--- config.mk ---
export PLATFORM = sky130hd
export DESIGN_NAME = dtc_reg_arbiter
export DESIGN_NICKNAME = d
export VERILOG_FILES = /design/src/rtl/dtc_pkg.sv /design/src/rtl/dtc_reply_ser.sv /design/src/rtl/dtc_reg_arbiter.sv
export SDC_FILE = /design/constraint.sdc
export NUM_CORES = 1
export LEC_CHECK = 0
export ABC_AREA = 1
export CAP_MARGIN = 30
export CORE_ASPECT_RATIO = 1.2
export CORE_MARGIN = 3
export CORE_UTILIZATION = 55
export CTS_BUF_LIST = sky130_fd_sc_hd__clkbuf_8
export CTS_CLUSTER_SIZE = 8
export DETAILED_ROUTE_END_ITERATION = 10
export PLACE_DENSITY = 0.88
export SYNTH_ARGS = -nofsm -noshare
export SYNTH_HDL_FRONTEND = slang
export SYNTH_SLANG_ARGS = --single-unit
--- constraint.sdc ---
create_clock -name dtc_clk -period 2.4 [get_ports dtc_clk]
set_input_delay 0.72 -clock dtc_clk [delete_from_list [all_inputs] [get_ports dtc_clk]]
set_output_delay 0.72 -clock dtc_clk [all_outputs]
set_load 0.02 [all_outputs]
--- src/rtl/dtc_pkg.sv ---
// Shared types and constants for the DTC register-bus arbiter and its reply serializer.
package dtc_pkg;

    typedef enum logic [1:0] {
        ST_IDLE,
        ST_BUS,
        ST_REPLY
    } arb_state_t;

    localparam logic [7:0]  REPLY_HDR_DEFAULT = 8'hE1;
    localparam logic [31:0] ERR_WORD          = 32'hDEADBEEF;
    localparam int          REPLY_LEN         = 40;
    localparam int          REPLY_CNT_W       = $clog2(REPLY_LEN + 1);

endpackage

--- src/rtl/dtc_reply_ser.sv ---
// 40-bit load/shift serializer for DTC read replies, MSB first, one bit per cycle.
module dtc_reply_ser
    import dtc_pkg::*;
(
    input  logic                 dtc_clk,
    input  logic                 rst,
    input  logic                 load,
    input  logic [REPLY_LEN-1:0] data,
    output logic                 busy,
    output logic                 bit_out,
    output logic                 last
);

    logic [REPLY_LEN-1:0]   shift_reg;
    logic [REPLY_CNT_W-1:0] cnt_reg;
    logic                   busy_reg;

    always_ff @(posedge dtc_clk) begin
        if (rst) begin
            shift_reg <= '0;
            cnt_reg   <= '0;
            busy_reg  <= 1'b0;
        end else if (load) begin
            shift_reg <= data;
            cnt_reg   <= REPLY_CNT_W'(REPLY_LEN);
            busy_reg  <= 1'b1;
        end else if (busy_reg) begin
            // Zero-filling leaves bit_out low once the frame has drained.
            shift_reg <= {shift_reg[REPLY_LEN-2:0], 1'b0};
            cnt_reg   <= cnt_reg - REPLY_CNT_W'(1);
            if (cnt_reg == REPLY_CNT_W'(1)) begin
                busy_reg <= 1'b0;
            end
        end
    end

    assign busy    = busy_reg;
    assign bit_out = shift_reg[REPLY_LEN-1];
    assign last    = busy_reg && (cnt_reg == REPLY_CNT_W'(1));

endmodule

--- src/rtl/dtc_reg_arbiter.sv ---
// Round-robin arbiter between DTC slow commands and a local requester on a shared register bus.
// Optional bus-ack timeout enabled by defining DTC_ARB_TIMEOUT_EN.
module dtc_reg_arbiter
    import dtc_pkg::*;
#(
    parameter int unsigned TIMEOUT_CYCLES = 255,
    parameter logic [7:0]  REPLY_HDR      = REPLY_HDR_DEFAULT
) (
    input  logic        dtc_clk,
    input  logic        rst,
    input  logic        dtc_rd,
    input  logic        dtc_wr,
    input  logic [31:0] dtc_addr,
    input  logic [31:0] dtc_wdata,
    input  logic        loc_req,
    input  logic        loc_we,
    input  logic [31:0] loc_addr,
    input  logic [31:0] loc_wdata,
    output logic        loc_ack,
    output logic [31:0] loc_rdata,
    output logic        bus_req,
    output logic        bus_we,
    output logic [31:0] bus_addr,
    output logic [31:0] bus_wdata,
    input  logic        bus_ack,
    input  logic [31:0] bus_rdata,
    output logic        reply_bit,
    output logic        reply_en,
    output logic        err_ovf,
    output logic        err_tmo
);

    arb_state_t  state_reg;
    logic        pend_valid_reg, pend_we_reg;
    logic [31:0] pend_addr_reg, pend_wdata_reg;
    logic        rr_loc_reg;
    logic        src_loc_reg;
    logic        bus_req_reg, bus_we_reg;
    logic [31:0] bus_addr_reg, bus_wdata_reg;
    logic        loc_ack_reg;
    logic [31:0] loc_rdata_reg;
    logic        err_ovf_reg;

    logic        dtc_pulse, dtc_cand, loc_cand, idle;
    logic        grant_dtc, grant_loc;
    logic        cand_we;
    logic [31:0] cand_addr, cand_wdata;
    logic        tmo_hit, done;
    logic [31:0] rdata_eff;
    logic        ser_load, ser_busy, ser_last;

    // A fresh pulse competes directly when nothing is pending, so it can win the same-cycle race.
    assign dtc_pulse  = dtc_rd | dtc_wr;
    assign dtc_cand   = pend_valid_reg | dtc_pulse;
    assign cand_we    = pend_valid_reg ? pend_we_reg    : dtc_wr;
    assign cand_addr  = pend_valid_reg ? pend_addr_reg  : dtc_addr;
    assign cand_wdata = pend_valid_reg ? pend_wdata_reg : dtc_wdata;
    // loc_req is still high during the loc_ack cycle; it must not be granted again.
    assign loc_cand   = loc_req & ~loc_ack_reg;
    assign idle       = (state_reg == ST_IDLE);
    assign grant_dtc  = idle & dtc_cand & (~loc_cand | ~rr_loc_reg);
    assign grant_loc  = idle & loc_cand & (~dtc_cand | rr_loc_reg);

`ifdef DTC_ARB_TIMEOUT_EN
    logic [15:0] tmo_cnt_reg;
    logic        err_tmo_reg;

    assign tmo_hit = (state_reg == ST_BUS) && !bus_ack
                     && (tmo_cnt_reg == 16'(TIMEOUT_CYCLES - 1));

    always_ff @(posedge dtc_clk) begin
        if (rst) begin
            tmo_cnt_reg <= '0;
            err_tmo_reg <= 1'b0;
        end else begin
            if (state_reg != ST_BUS) begin
                tmo_cnt_reg <= '0;
            end else if (!bus_ack) begin
                tmo_cnt_reg <= tmo_cnt_reg + 16'd1;
            end
            if (tmo_hit) begin
                err_tmo_reg <= 1'b1;
            end
        end
    end

    assign err_tmo = err_tmo_reg;
`else
    assign tmo_hit = 1'b0;
    assign err_tmo = 1'b0;
`endif

    assign done      = (state_reg == ST_BUS) && (bus_ack || tmo_hit);
    assign rdata_eff = bus_ack ? bus_rdata : ERR_WORD;
    assign ser_load  = done && !src_loc_reg && !bus_we_reg;

    always_ff @(posedge dtc_clk) begin
        if (rst) begin
            state_reg      <= ST_IDLE;
            pend_valid_reg <= 1'b0;
            pend_we_reg    <= 1'b0;
            pend_addr_reg  <= '0;
            pend_wdata_reg <= '0;
            rr_loc_reg     <= 1'b0;
            src_loc_reg    <= 1'b0;
            bus_req_reg    <= 1'b0;
            bus_we_reg     <= 1'b0;
            bus_addr_reg   <= '0;
            bus_wdata_reg  <= '0;
            loc_ack_reg    <= 1'b0;
            loc_rdata_reg  <= '0;
            err_ovf_reg    <= 1'b0;
        end else begin
            loc_ack_reg <= 1'b0;

            if (grant_dtc) begin
                pend_valid_reg <= 1'b0;
            end
            if (dtc_pulse) begin
                if (pend_valid_reg && !grant_dtc) begin
                    err_ovf_reg <= 1'b1;
                end else if (pend_valid_reg || !grant_dtc) begin
                    pend_valid_reg <= 1'b1;
                    pend_we_reg    <= dtc_wr;
                    pend_addr_reg  <= dtc_addr;
                    pend_wdata_reg <= dtc_wdata;
                end
            end

            case (state_reg)
                ST_IDLE: begin
                    if (grant_dtc || grant_loc) begin
                        state_reg     <= ST_BUS;
                        bus_req_reg   <= 1'b1;
                        bus_we_reg    <= grant_dtc ? cand_we    : loc_we;
                        bus_addr_reg  <= grant_dtc ? cand_addr  : loc_addr;
                        bus_wdata_reg <= grant_dtc ? cand_wdata : loc_wdata;
                        src_loc_reg   <= grant_loc;
                        rr_loc_reg    <= grant_dtc;
                    end
                end
                ST_BUS: begin
                    if (done) begin
                        bus_req_reg <= 1'b0;
                        if (src_loc_reg) begin
                            loc_ack_reg   <= 1'b1;
                            loc_rdata_reg <= bus_we_reg ? 32'd0 : rdata_eff;
                            state_reg     <= ST_IDLE;
                        end else if (bus_we_reg) begin
                            state_reg <= ST_IDLE;
                        end else begin
                            state_reg <= ST_REPLY;
                        end
                    end
                end
                ST_REPLY: begin
                    if (ser_last) begin
                        state_reg <= ST_IDLE;
                    end
                end
                default: state_reg <= ST_IDLE;
            endcase
        end
    end

    dtc_reply_ser u_reply_ser (
        .dtc_clk (dtc_clk),
        .rst     (rst),
        .load    (ser_load),
        .data    ({REPLY_HDR, rdata_eff}),
        .busy    (ser_busy),
        .bit_out (reply_bit),
        .last    (ser_last)
    );

    assign reply_en  = ser_busy;
    assign loc_ack   = loc_ack_reg;
    assign loc_rdata = loc_rdata_reg;
    assign bus_req   = bus_req_reg;
    assign bus_we    = bus_we_reg;
    assign bus_addr  = bus_addr_reg;
    assign bus_wdata = bus_wdata_reg;
    assign err_ovf   = err_ovf_reg;

endmodule

# ---- Word level (Yosys, flattened, before mapping)
# Index checks and enable logic that the tools add are counted.
dict set report totals {
  input_bits 167
  ff_bits 217
  elab_cells 92
  output_inout_bits 103
}
dict set report classes {
  addsub 1
  bitwise_logic 16
  reduce_logical 21
  eq_ne 6
  mux 29
}
# cell count
set op_table {}
lappend op_table {{32-bit two-way mux} 6}
lappend op_table {{40-bit two-way mux} 2}
lappend op_table {{1-bit two-way mux} 12}
lappend op_table {{6-bit two-way mux} 2}
lappend op_table {{3-bit AND reduction} 4}
lappend op_table {{2-bit two-way mux} 5}
lappend op_table {{1-bit inverter} 7}
lappend op_table {{6-bit by 1-bit equality test with 1-bit output, second input constant} 1}
lappend op_table {{2-bit case mux with 3 select lines} 1}
lappend op_table {{6-bit by 1-bit subtractor with 6-bit output, second input constant} 1}
lappend op_table {{1-bit bitwise AND} 5}
lappend op_table {{1-bit logical AND} 5}
lappend op_table {{2-bit inequality test, second input constant} 2}
lappend op_table {{1-bit bitwise OR} 4}
lappend op_table {{2-bit AND reduction} 2}
lappend op_table {{2-bit nonzero test} 2}
lappend op_table {{1-bit logical NOT} 3}
lappend op_table {{3-bit OR reduction} 1}
lappend op_table {{2-bit by 1-bit equality test with 1-bit output, second input constant} 1}
lappend op_table {{2-bit equality test, second input constant} 1}
lappend op_table {{2-bit logical NOT} 1}
lappend op_table {{1-bit logical OR} 2}
lappend op_table {{2-bit by 1-bit inequality test with 1-bit output, second input constant} 1}
lappend op_table {{1-bit case mux with 2 select lines} 1}
lappend op_table {{2-bit OR reduction} 1}

# ---- Logic depth before layout (Yosys ltp)
dict set report logic_depth {
  depth_word 10
  mapped_depth 11
  ltp_nobuf 8
}

# ---- Hierarchy
# From an unflattened synthesis, not the netlist that was laid out.
dict set report hier_totals {
  cells_unflattened 1715
  hier_area_um2 10978.0
}
# module area_per_inst_um2 seq_area_each_um2 instances cells_each
set modules_own_cells {}
lappend modules_own_cells {dtc_reg_arbiter 8817.2 3403.3 1 1374}
lappend modules_own_cells {dtc_reply_ser 2160.8 940.9 1 341}

# ---- Worst setup path before layout
# No wires, ideal clock.
dict set report synth_path {
  path_kind {input to register}
  start {input dtc_wr}
  end {register bus_addr_reg[10] (netlist: bus_addr[10])}
  path_buffers 2
  t_required_ps 2291
  path_slack_ps 650
  cell_stages 10
  t_arrival_ps 1641
  setup_ps 109
  cell_sequence {nor2_4 nand2_2 nand2_2 nand2_2 buf_6 buf_4 o21ai_0 inv_1 nand2_1 inv_1}
}
dict set report synth_between {
  elab_chain_cells 7
  word_cells_on_any_way 10
  classes_between {mux: 1; bitwise: 7; reduce/logical: 2}
}
# item line
set synth_lines {}
lappend synth_lines {{from (decl)} dtc_reg_arbiter.sv:12} ;# input logic dtc_wr,
lappend synth_lines {{1-bit bitwise OR (*)} dtc_reg_arbiter.sv:53} ;# assign dtc_pulse = dtc_rd | dtc_wr;
lappend synth_lines {{1-bit bitwise OR (*)} dtc_reg_arbiter.sv:54} ;# assign dtc_cand = pend_valid_reg | dtc_pulse;
lappend synth_lines {{1-bit inverter} dtc_reg_arbiter.sv:62} ;# assign grant_loc = idle & loc_cand & (~dtc_cand | rr_loc_reg);
lappend synth_lines {{1-bit bitwise OR} dtc_reg_arbiter.sv:62}
lappend synth_lines {{1-bit bitwise AND} dtc_reg_arbiter.sv:62}
lappend synth_lines {{1-bit logical OR} dtc_reg_arbiter.sv:132} ;# if (grant_dtc || grant_loc) begin
lappend synth_lines {{2-bit AND reduction (no source line)} --}
lappend synth_lines {{to (signal assigned)} dtc_reg_arbiter.sv:136} ;# bus_addr_reg <= grant_dtc ? cand_addr : loc_addr;
lappend synth_lines {{to (decl)} dtc_reg_arbiter.sv:39} ;# logic [31:0] bus_addr_reg, bus_wdata_reg;
# Mark *: on every way between the ends. The rest lies on a longest branch, timed or not.
# A chain may end at the register's enable or synchronous reset.

# ---- Final worst setup path
dict set report layout_path {
  start {register bus_wdata_reg[20] (netlist: bus_wdata[20])}
  end {output bus_wdata[20]}
}
# item line
set layout_rtl {}
lappend layout_rtl {{from (decl)} dtc_reg_arbiter.sv:39}
lappend layout_rtl {{from (signal assigned)} dtc_reg_arbiter.sv:137} ;# bus_wdata_reg <= grant_dtc ? cand_wdata : loc_wdata;
lappend layout_rtl {{to (decl)} dtc_reg_arbiter.sv:24} ;# output logic [31:0] bus_wdata,
# No word-level cell between the ends.

==> run metrics <==
slowest CP cell=clkdlybuf4s50_1; pwr dens=770 nW/µm²; Avg Vias per Cell=approximately 5.3; CTS Sinks=217; pin count of the biggest net entering global routing=133; Max FO, Critical Path=2; Yosys reg bits=approximately 220; final period utilization=94.4%; CP endpoint kind=output port; Worst Path Required=1680 ps; hold crit path type=reg -> reg; Pleak=6.60 nW; R2R Path End=u_reply_ser.shift_reg[31]; Fin. Hold Viols=0; RR Startpoint=state_reg[0]; commonest non-fill, non-tap cell in the layout=nand2_1; Core Area=18,900 µm²; Crit Path Category=reg -> out; Critical Path Start Type=register; VDD IR-drop max=485 µV; Ports=270; CP peak stage delay=640 ps; FMAX=441 MHz; delay-heaviest family, CP=buffers and inverters; Die W=133 µm; GRT overflow=0; detailed-route DRC error count=0; Metal-1 WL=12,000 µm; Final Setup Violations=0; die area=21,100 µm²; R2R setup slack=660 ps; Top Metal Used=met5; met2 routed WL=15,300 µm; drt initial violations=roughly 750; CP Cell Sequence=clkdlybuf4s50_1; placer congestion estimate=0.818; detailed-routed wire length on met3=roughly 2200 µm; Post-CTS Setup Bufs=0; pre-CTS WS=13.1 ps; slew margin rel.=49.2%; maximum clock path buffer count=3; Final Util=roughly 75%; Hold EP=u_reply_ser.shift_reg[36]; worst skew pair latency=520 ps; Post-CTS Hold Buffers=0; final setup skew=23.2 ps; max_cap viols=0; detailed-route via count=10,979; total CTS buffers=36; initial antenna violation count=1; Root Driver=clkbuf_8; max-slew violation count=0; CTS tree=yes; routed wire length=about 30,000 µm; DR WL/cell=14.7 µm; diode count=0; TNS Setup=0 ps; post-layout min period=2270 ps; RSZ-0062 raised after global routing=false; status=complete, no violations; # resized after CTS=0; Clk pin slew, worst setup/hold paths=60 ps; Crit path arrival time=1550 ps; setup ws final=approximately 130 ps; H-tree lvl count=2; NumNets Final=about 2,000; first-pass GRT wire length=49,800 µm; Cells after Synth=1,575; Critical path buffers and inverters=1; length in cells of the worst reg-to-reg path=7; non-filler instance count after layout=2,065; max reg flops=40; Syn Area/Cell=between 6 and 7 µm²; cell count after placement=2,009; Final ANT Viol Nets=0; vias in the first global route=10,619; Tot GR Track Use=28.0%; Post-Syn Area=10,700 µm²; yosys warns=0; Mapped Nets=1,744; worst hold path stage count=2; sequential element share of the synthesized area=40.8%; fillers=1,429; Hold Crit Start=u_reply_ser.shift_reg[35]; most frequent cells in the layout=nand2_1 (402), clkdlybuf4s50_1 (268), inv_1 (226); Distinct cells, synth=29; first drt pass iteration count=6; port bufs=268; Worst-Margin Slew=761 ps; Area growth syn-to-layout=33.5%; row count=55; Post-DP HPWL=20,800 µm; Die Y=158 µm; layout cells sized above 1=5.25%; Initial Util=56.3%
-- worst min-delay path, stage by stage, from the launching register on --
cell	delay [ps]
dfxtp_1	310
nand2_1	50
a21oi_1	50
-- cells in the mapped netlist --
cell type	number	share of area, %
a21oi_1	111	5.2
clkbuf_1	59	2.1
nand3_1	136	6.4
dfxtp_1	217	41
nor3_1	3	0.14
a31oi_1	5	0.29
conb_1	1	0.035
buf_4	9	0.63
o21ai_0	64	3.0
nand2_2	5	0.29
nor2_1	98	3.5
o211ai_1	65	4.6
inv_2	4	0.14
nand3_2	2	0.19
buf_2	48	2.3
nor2_4	2	0.21
a31oi_4	1	0.20
inv_1	212	7.5
buf_1	7	0.25
buf_6	2	0.21
o21a_1	66	4.7
ha_1	2	0.23
nand4_1	2	0.12
nand2_1	402	14
nor2_2	1	0.059
o21ai_1	25	1.2
clkinv_1	1	0.035
o31ai_1	23	1.6
or2_2	2	0.12
-- layer usage --
metal,vias to the layer above,global-route usage [%]
li1,5466,-
met1,5015,32.7
met2,427,50.3
met3,69,6.35
met4,2,10.4
met5,-,0
-- worst max path at each step --
stage | slack (ps) | endpoint | start | cells past startpoint
2_1_floorplan | 650 | bus_addr[10] | dtc_wr | 10
3_3_place_gp | 70 | pend_we_reg | loc_req | 8
3_5_place_dp | 10 | pend_wdata_reg[27] | loc_req | 8
4_1_cts | 110 | bus_wdata[20] | bus_wdata[20] | 1
5_1_grt | 90 | bus_wdata[20] | bus_wdata[20] | 1
6_report | 130 | bus_wdata[20] | bus_wdata[20] | 1
-- kinds of logic after synthesis --
| kind of cell | after synthesis | share of synthesized area, % |
|---|---|---|
| buffers and inverters | 342 | 13.1 |
| AND/OR/NAND/NOR | 653 | 25.1 |
| flip-flops | 217 | 40.8 |
| AO/OA/AOI/OAI | 360 | 20.7 |
| other | 1 | 0.0352 |
| adder cells (fa/ha/maj) | 2 | 0.235 |
-- power by group --
group | leakage, nW | total (mW) | switching (mW) | internal [mW]
clock | 0.377 | 2.96 | 1.40 | 1.57
sequential | 1.79 | 4.42 | 0.292 | 4.13
combinational | 4.44 | 3.57 | 2.02 | 1.55
-- final cells by class --
type,count,area [µm²],area share [%]
Tap cell,256,320,2.25
Clock inverter,14,52.6,0.370
Timing Repair Buffer,303,3170,22.3
Clock buffer,42,578,4.07
Sequential cell,217,4350,30.6
Inverter,217,817,5.75
Multi-Input combinational cell,1016,4930,34.7
-- per-stage QoR --
stage / hold WS (ps) / cell area (µm²) / total power, mW
after floorplan: 436 / 10700 / 6.68
after global placement: 448 / 13600 / 7.89
after detailed placement: 452 / 13600 / 8.01
after CTS: 451 / 14200 / 11.0
after global routing: 483 / 14200 / 11.6
final: 444 / 14200 / 11.0
Power figures use the tool's default switching activity.
